## src/rtl/gray_pkg.sv

```systemverilog
// Package: gray_pkg
// Mode encodings and the adjacency helper shared by the Gray/binary converter.
package gray_pkg;

  localparam logic MODE_G2B    = 1'b0;
  localparam logic MODE_B2G    = 1'b1;
  // Widest operand the adjacency helper accepts; callers zero-extend.
  localparam int   GRAY_MAX_DW = 64;

  // True when more than one bit of v is set: clearing the lowest set bit
  // must leave nothing behind for a legal single-step Gray change.
  function automatic logic gray_popcnt_gt1(input logic [GRAY_MAX_DW-1:0] v);
    logic [GRAY_MAX_DW-1:0] w_rest;
    w_rest = v & (v - 64'd1);
    return (w_rest != {GRAY_MAX_DW{1'b0}});
  endfunction

endpackage

```

## src/rtl/gray_conv_stage.sv

```systemverilog
// Module: gray_conv_stage
// One pipeline slot of the Gray/binary converter. In gray->bin mode it
// resolves bits HI..LO of the operand using the binary bit just above the
// chunk (in_carry). The FIRST slot also performs the whole bin->gray
// conversion; later slots pass bin->gray beats through untouched.
// An empty chunk (HI < LO) simply forwards the beat.
module gray_conv_stage
  import gray_pkg::*;
#(
  parameter int DW    = 32,
  parameter int HI    = 31,
  parameter int LO    = 16,
  parameter bit FIRST = 1'b1
) (
  input  logic          clk,
  input  logic          nreset,
  input  logic          in_valid,
  output logic          in_ready,
  input  logic          in_mode,
  input  logic [DW-1:0] in_data,
  input  logic          in_carry,
  input  logic          in_err,
  output logic          out_valid,
  input  logic          out_ready,
  output logic          out_mode,
  output logic [DW-1:0] out_data,
  output logic          out_carry,
  output logic          out_err
);

  logic          r_valid;
  logic          r_mode;
  logic [DW-1:0] r_data;
  logic          r_carry;
  logic          r_err;

  logic [DW-1:0] w_data;
  logic          w_carry;
  logic          w_run;

  // Slot accepts when empty or when its current beat leaves this cycle.
  assign in_ready = !r_valid || out_ready;

  // Resolve this slot's chunk MSB-first from the incoming carry.
  always_comb begin
    w_data  = in_data;
    w_run   = in_carry;
    w_carry = in_carry;
    if (FIRST && (in_mode == MODE_B2G)) begin
      w_data = in_data ^ (in_data >> 1);
    end else if (in_mode == MODE_G2B) begin
      for (int i = DW - 1; i >= 0; i--) begin
        w_run     = ((i <= HI) && (i >= LO)) ? (w_run ^ in_data[i]) : w_run;
        w_data[i] = ((i <= HI) && (i >= LO)) ? w_run : in_data[i];
      end
      w_carry = w_run;
    end else begin
      w_data = in_data;
    end
  end

  // Capture the beat (or a bubble) whenever the slot may advance; hold otherwise.
  always_ff @(posedge clk or negedge nreset) begin
    if (!nreset) begin
      r_valid <= 1'b0;
      r_mode  <= MODE_G2B;
      r_data  <= {DW{1'b0}};
      r_carry <= 1'b0;
      r_err   <= 1'b0;
    end else if (in_ready) begin
      r_valid <= in_valid;
      if (in_valid) begin
        r_mode  <= in_mode;
        r_data  <= w_data;
        r_carry <= w_carry;
        r_err   <= in_err;
      end
    end
  end

  assign out_valid = r_valid;
  assign out_mode  = r_mode;
  assign out_data  = r_data;
  assign out_carry = r_carry;
  assign out_err   = r_err;

endmodule

```

## src/rtl/gray_conv_pipe.sv

```systemverilog
// Module: gray_conv_pipe
// Streaming pipelined Gray<->binary converter, direction chosen per beat.
// The gray->bin prefix-XOR is split into STAGES chunks of CHUNK bits, MSB
// chunk first, one register slot per chunk. Optional build macro
// GRAY_CONV_CHECK_EN adds a gray-adjacency checker driving out_err;
// without it out_err is constant 0. DW must not exceed gray_pkg::GRAY_MAX_DW.
module gray_conv_pipe
  import gray_pkg::*;
#(
  parameter int DW     = 32,
  parameter int STAGES = 2
) (
  input  logic          clk,
  input  logic          nreset,
  input  logic          in_valid,
  output logic          in_ready,
  input  logic          in_mode,
  input  logic [DW-1:0] in_data,
  output logic          out_valid,
  input  logic          out_ready,
  output logic [DW-1:0] out_data,
  output logic          out_err
);

  localparam int CHUNK = (DW + STAGES - 1) / STAGES;

  // Index k is the input of slot k; index STAGES is the pipe output.
  logic [STAGES:0]         w_valid;
  logic [STAGES:0]         w_ready;
  logic [STAGES:0]         w_mode;
  logic [STAGES:0][DW-1:0] w_data;
  logic [STAGES:0]         w_carry;
  logic [STAGES:0]         w_err;
  logic                    w_unused_tail;

  assign w_valid[0]      = in_valid;
  assign w_mode[0]       = in_mode;
  assign w_data[0]       = in_data;
  assign w_carry[0]      = 1'b0;
  assign w_ready[STAGES] = out_ready;
  assign in_ready        = w_ready[0];
  assign out_valid       = w_valid[STAGES];
  assign out_data        = w_data[STAGES];
  assign out_err         = w_err[STAGES];
  // Mode and carry are only needed between slots.
  assign w_unused_tail   = w_mode[STAGES] ^ w_carry[STAGES];

  for (genvar k = 0; k < STAGES; k++) begin : g_stage
    localparam int HI     = DW - 1 - k * CHUNK;
    localparam int LO_RAW = HI - CHUNK + 1;
    localparam int LO     = (LO_RAW < 0) ? 0 : LO_RAW;

    gray_conv_stage #(
      .DW    (DW),
      .HI    (HI),
      .LO    (LO),
      .FIRST (k == 0)
    ) u_stage (
      .clk       (clk),
      .nreset    (nreset),
      .in_valid  (w_valid[k]),
      .in_ready  (w_ready[k]),
      .in_mode   (w_mode[k]),
      .in_data   (w_data[k]),
      .in_carry  (w_carry[k]),
      .in_err    (w_err[k]),
      .out_valid (w_valid[k+1]),
      .out_ready (w_ready[k+1]),
      .out_mode  (w_mode[k+1]),
      .out_data  (w_data[k+1]),
      .out_carry (w_carry[k+1]),
      .out_err   (w_err[k+1])
    );
  end

`ifdef GRAY_CONV_CHECK_EN
  logic [DW-1:0]          r_hist;
  logic                   r_hist_vld;
  logic                   w_accept;
  logic [GRAY_MAX_DW-1:0] w_diff_ext;
  logic                   w_flag;

  assign w_accept = in_valid && w_ready[0];

  // Flag a gray beat that moves more than one bit from the previous gray beat.
  always_comb begin
    w_diff_ext         = {GRAY_MAX_DW{1'b0}};
    w_diff_ext[DW-1:0] = in_data ^ r_hist;
    if (r_hist_vld && (in_mode == MODE_G2B)) begin
      w_flag = gray_popcnt_gt1(w_diff_ext);
    end else begin
      w_flag = 1'b0;
    end
  end

  // Remember the last accepted gray->bin operand; bin->gray beats leave it alone.
  always_ff @(posedge clk or negedge nreset) begin
    if (!nreset) begin
      r_hist     <= {DW{1'b0}};
      r_hist_vld <= 1'b0;
    end else if (w_accept && (in_mode == MODE_G2B)) begin
      r_hist     <= in_data;
      r_hist_vld <= 1'b1;
    end
  end

  assign w_err[0] = w_flag;
`else
  assign w_err[0] = 1'b0;
`endif

endmodule

```

## config.mk

```make
export PLATFORM = sky130hd
export DESIGN_NAME = gray_conv_pipe
export DESIGN_NICKNAME = d
export VERILOG_FILES = /design/src/rtl/gray_pkg.sv /design/src/rtl/gray_conv_stage.sv /design/src/rtl/gray_conv_pipe.sv
export SDC_FILE = /design/constraint.sdc
export NUM_CORES = 1
export LEC_CHECK = 0
export BUFFER_PORTS_ARGS = -buffer_cell sky130_fd_sc_hd__buf_2
export CORE_ASPECT_RATIO = 1.5
export CORE_MARGIN = 2
export CORE_UTILIZATION = 45
export CTS_CLUSTER_DIAMETER = 60
export DETAILED_ROUTE_END_ITERATION = 8
export HOLD_SLACK_MARGIN = 0.05
export PLACE_DENSITY = 0.67
export SYNTH_ARGS = -nofsm -noshare
export SYNTH_HDL_FRONTEND = slang
export SYNTH_SLANG_ARGS = --single-unit
export TNS_END_PERCENT = 10
```

## constraint.sdc

```tcl
create_clock -name clk -period 3.5 [get_ports clk]
set_input_delay 0 -clock clk [delete_from_list [all_inputs] [get_ports clk]]
set_output_delay 0 -clock clk [all_outputs]
set_load 0.05 [all_outputs]
```

Word-level counts from Yosys, hierarchy flattened
Index checks and enable logic that the tools add are counted.
{ "op_classes": {"n_reduce_logical": 6, "bitwise_logic": 32, "n_mux": 3} }
{ "op_table": {"columns": ["cell", "n"], "rows": [
  ["2-to-1 mux 32 bit", 1],
  ["bitwise XOR 32 x 31 -> 32 bit", 1],
  ["bitwise XOR 1 bit", 31],
  ["2-to-1 mux 16 bit", 1],
  ["AND reduction 2 bit", 2],
  ["logical NOT 1 bit", 2],
  ["logical OR 1 bit", 2],
  ["2-to-1 mux 1 bit", 1]
]} }
{ "totals": {"out_inout_bits": 35, "ff_bits": 68, "word_cells": 47} }

Depth between registers and ports, before layout
{ "logic_depth": {"depth_word": 17, "mapped_depth": 6, "depth_no_buf": 5} }

Modules after synthesis
From an unflattened synthesis, not the netlist that was laid out.
{ "unflattened": {"hier_cells": 400, "area_unflattened_um2": 3812.4} }
{ "modules_own_cells": {"columns": ["module", "area_per_inst_um2", "cells_per_inst", "instances"], "rows": [
  ["gray_conv_stage at g_stage[0].u_stage", 1963.1, 206, 1],
  ["gray_conv_stage at g_stage[1].u_stage", 1845.5, 193, 1],
  ["gray_conv_pipe", 3.8, 1, 1]
]} }

Worst setup path after synthesis
Ideal clock, no wire load.
{ "synth_path": {"path_type": "register to register", "start": "reg g_stage[1].u_stage.r_valid", "end": "reg g_stage[0].u_stage.r_data[30]", "stages_incl_launch_ff": 6, "setup_time_ps": 136, "arrival_time_ps": 2227, "path_slack_ps": 1136, "required_time_ps": 3364, "path_buffers": 2, "path_cell_list": "dfrtp_1 > nand3b_1 > nand2_1 > clkbuf_1 > clkbuf_1 > o21ai_0"} }
{ "synth_between": {"elab_chain_len": 4} }
{ "synth_lines": {"columns": ["element", "line_no", "text"], "rows": [
  ["start: declaration", "gray_conv_stage.sv:31", "logic r_valid;"],
  ["start signal: assignment", "gray_conv_stage.sv:71", "r_valid <= in_valid;"],
  ["logical NOT 1 bit", "gray_conv_stage.sv:42", "assign in_ready = !r_valid || out_ready;"],
  ["logical OR 1 bit (2 in series)", "gray_conv_stage.sv:42", null],
  ["net in_ready", "gray_conv_pipe.sv:16", "output logic in_ready,"],
  ["AND reduction 2 bit (no source line)", null, null],
  ["end signal: assignment", "gray_conv_stage.sv:67", "r_data <= {DW{1'b0}};"],
  ["end signal: assignment", "gray_conv_stage.sv:74", "r_data <= w_data;"],
  ["end: declaration", "gray_conv_stage.sv:33", "logic [DW-1:0] r_data;"]
]} }
The timed path passes the listed nets, and every way through them passes these cells.
A chain may end at the register's enable or synchronous reset.

Worst setup path after layout
{ "layout_path": {"start": "reg g_stage[0].u_stage.r_data[12]", "end": "reg g_stage[1].u_stage.r_data[5]"} }
{ "layout_between": {"elab_chain_len": 9} }
{ "layout_lines": {"columns": ["element", "line_no", "text"], "rows": [
  ["bitwise XOR 1 bit (8 in series)", "gray_conv_stage.sv:53", "w_run = ((i <= HI) && (i >= LO)) ? (w_run ^ in_data[i]) : w_run;"],
  ["2-to-1 mux 16 bit", "gray_conv_stage.sv:51", "end else if (in_mode == MODE_G2B) begin"],
  ["end signal: assignment", "gray_conv_stage.sv:67", null],
  ["end signal: assignment", "gray_conv_stage.sv:74", null],
  ["end: declaration", "gray_conv_stage.sv:33", null]
]} }
Every way passes these cells.

==> run summary <==
run status = complete, no violations
Cell variety after synth = 45
Die Height = 118 um
Placed Instances = 554
ANT nets after route = 0
Top Usage Layer GRT = met2
Synth Area in Compound Gates = 9.32%
first-pass GRT wire length = 13.9 mm
Final Hold Fails = 0
Non-Filler Instances = 593
RSZ-0062 raised after global routing = no
met1 usage = 22.1%
Synth area leaders = dfrtp_1 (44%), nand2_1 (11%), xor2_1 (7.7%)
vias post-DR = 2903
number of synthesized register bits = 68
adder-cell area share of the yosys netlist = 0%
Setup crit end kind = flop
register area = 0.00170 mm2
Worst Path Required = 3.75 ns
Ports = 72
total die area = 0.00943 mm2
H-Tree Depth = 3
Final WS setup = 1.01 ns
area leader, netlist = dfrtp_1
Ys Warns = 0
Mapped Nets = 430
Post-synth EDFFs = 0
Post-Synthesis Cells = 393
vias per cell = 4.90
share of layout cells above drive strength 1 = 20.8%
worst skew pair latency = 0.33 ns
DP HPWL = 5.91 mm
TritonCTS clock tree = built
routability cong. = 0.757
crit share post-route = 71.0%
xor/xnor share of the synthesized area = 25.9%
worst-margin pin slew = 0.954 ns
Ant. Diodes = 0
Routed WL = 8.32 mm
PwrDens = 837 mW/mm2
met2 usage = 34.1%
core area = 0.00841 mm2
row count = 41
WP data arrival = 2.74 ns
Overflow after GRT = 0
Fin Setup TNS = 0 ns
Chip Width = 79.9 um
vias in the first global route = 2946
largest net degree at the start of global routing = 38
# fillers = 780
# DRC = 0
# setup viols final = 0
utilization after layout = 57.1%
simple-gate portion of the synthesized area = 17.0%
Max Cap Viol = 0
Initial Utilization = 46.3%
clock slew at reported path FFs = 0.05 ns
Final nets = 518
met3 GRT Util = 4.68%
Total GRT Usage = 19.4%
DR pass1 iterations = 4
share of the synthesized area in the top cell type = 43.7%
WL per Instance = 14.0 um
post-synthesis sequential area ratio = 43.7%
Slew Limit Headroom = 36.2%
DP Worst Slack = 0.995 ns
initial antenna violation count = 0
Root Driver = clkbuf_16
CP Launch Type = flop
synth-to-layout area growth = 23.4%
Initial DRC Count = 141
Multi-input gate area = 0.00207 mm2
f_max = 0.402 GHz
Reg2Reg Setup Slack = 1.01 ns
main combinational cell family by area after synthesis = XOR/XNOR gates
top_reg_cell synth = dfrtp_1
Hold Path Class = input port to flop
CTS buffer count = 9
LEAKAGE = 2.38 nW
VDD IR max = 0.435 mV
clk sinks = 68
Post-synth ARST share = 100%
Port-buffer cells = 70
syn avg cell area = 9.90 um2
worst-path maximum fanout = 10
Syn Std Cell Area = 0.00389 mm2
CTS resizes = 0
fin crit period = 2.49 ns
CP Class = flop to flop
mux cell area share after synthesis = 0.804%
worst-case clock buffer depth = 2
clk_skew = 0.00887 ns
max-slew violations = 0
[final cells by class]
class | count | area share [%]
multi-input combinational | 301 | 43.1
sequential | 68 | 35.4
timing repair buffer | 98 | 12.9
clock buffer | 11 | 5.05
tap | 107 | 2.79
clock inverter | 5 | 0.573
inverter | 3 | 0.234
[worst paths after layout]
| kind | startpoint | end | cells after the start |
|---|---|---|---|
| setup / recovery | g_stage[0].u_stage.out_data[12] | g_stage[1].u_stage.out_data[5] | 5 |
| hold / removal | in_data[19] | g_stage[0].u_stage.out_data[19] | 4 |
| setup reg to reg | g_stage[0].u_stage.out_data[12] | g_stage[1].u_stage.out_data[5] | 5 |
| hold reg to reg | g_stage[0].u_stage.out_data[16] | g_stage[1].u_stage.out_data[16] | 2 |
| max in group asynchronous | nreset | g_stage[1].u_stage.out_data[11] | 3 |
| min in group asynchronous | nreset | g_stage[1].u_stage.out_data[21] | 2 |
[sequential cells by signal (all words and copies together), names as in the netlist]
signal / cells
g_stage.u_stage.out_valid: 2
g_stage.u_stage.out_data: 64
g_stage.u_stage.out_mode: 1
g_stage.u_stage.out_carry: 1
[cell usage after synthesis, drive strengths merged, types with 2 or more instances]
| master | count |
|---|---|
| nand2b | 4 |
| a21oi | 4 |
| nor2 | 12 |
| a31oi | 6 |
| o211ai | 2 |
| buf | 5 |
| o31ai | 4 |
| dfrtp | 68 |
| or4 | 2 |
| nand3 | 4 |
| a211o | 2 |
| o21ai | 38 |
| nor2b | 2 |
| xor2 | 34 |
| and2 | 2 |
| xor3 | 3 |
| mux2i | 2 |
| a21boi | 2 |
| inv | 2 |
| and3 | 5 |
| or3 | 7 |
| clkbuf | 16 |
| nand2 | 111 |
| xnor3 | 15 |
| xnor2 | 29 |
[power by group]
part | internal [mW] | total [mW] | switching (mW)
sequential | 1.02 | 1.18 | 0.165
clock | 0.493 | 0.816 | 0.323
combinational | 0.873 | 2.02 | 1.15
[cell usage in the layout, fill, tap and decap left out, types with 6 or more instances in the layout]
cell and n:
xnor2_1 25, a31oi_1 6, clkbuf_16 9, nand2_1 111
buf_2 70, o21ai_0 38, dlygate4sd3_1 23, or3_1 7
dfrtp_1 68, xor2_1 34, xnor3_1 13, nor2_1 12
[logic make-up (layout without fill, tap and decap cells)]
logic type                after synthesis  in the layout
muxes                                   3              3
other                                   1              1
xor gates and xnor gates               81             81
DFF                                    68             68
AOI/OAI and AO/OA                      62             62
and+or+nand+nor                       154            154
buffers and inverters                  24            117
[metal layers]
metal	wire length, um	vias up
met1	3440	1370
met3	250	8
li1	-	1475
met5	0	-
met4	122	0
met2	4510	50
[metrics by stage]
stage          area (um2)  hold slack (ns)  total power, mW
3_5_place_dp         4300            0.155             3.22
5_1_grt              4800           0.0831             4.28
6_report             4800           0.0674             4.02
4_1_cts              4800           0.0549             4.07
3_3_place_gp         4300            0.140             3.16
2_1_floorplan        3890           -0.296             2.84
[what timing repair did]
item / CTS / global route
hold buffers: 23 / 0
setup buffers: 0 / 0
endpoints found under the setup margin: 0 / 0
endpoints found under the hold margin: 57 / 0
[critical path, cell delays in order, from the launching register on]
cell     delay [ns]
dfrtp_1        0.44
xnor3_1        0.45
xnor3_1        0.56
xnor3_1        0.50
or3_1          0.31
a31oi_1        0.16
Note: power is estimated with default switching activity, not from simulation.
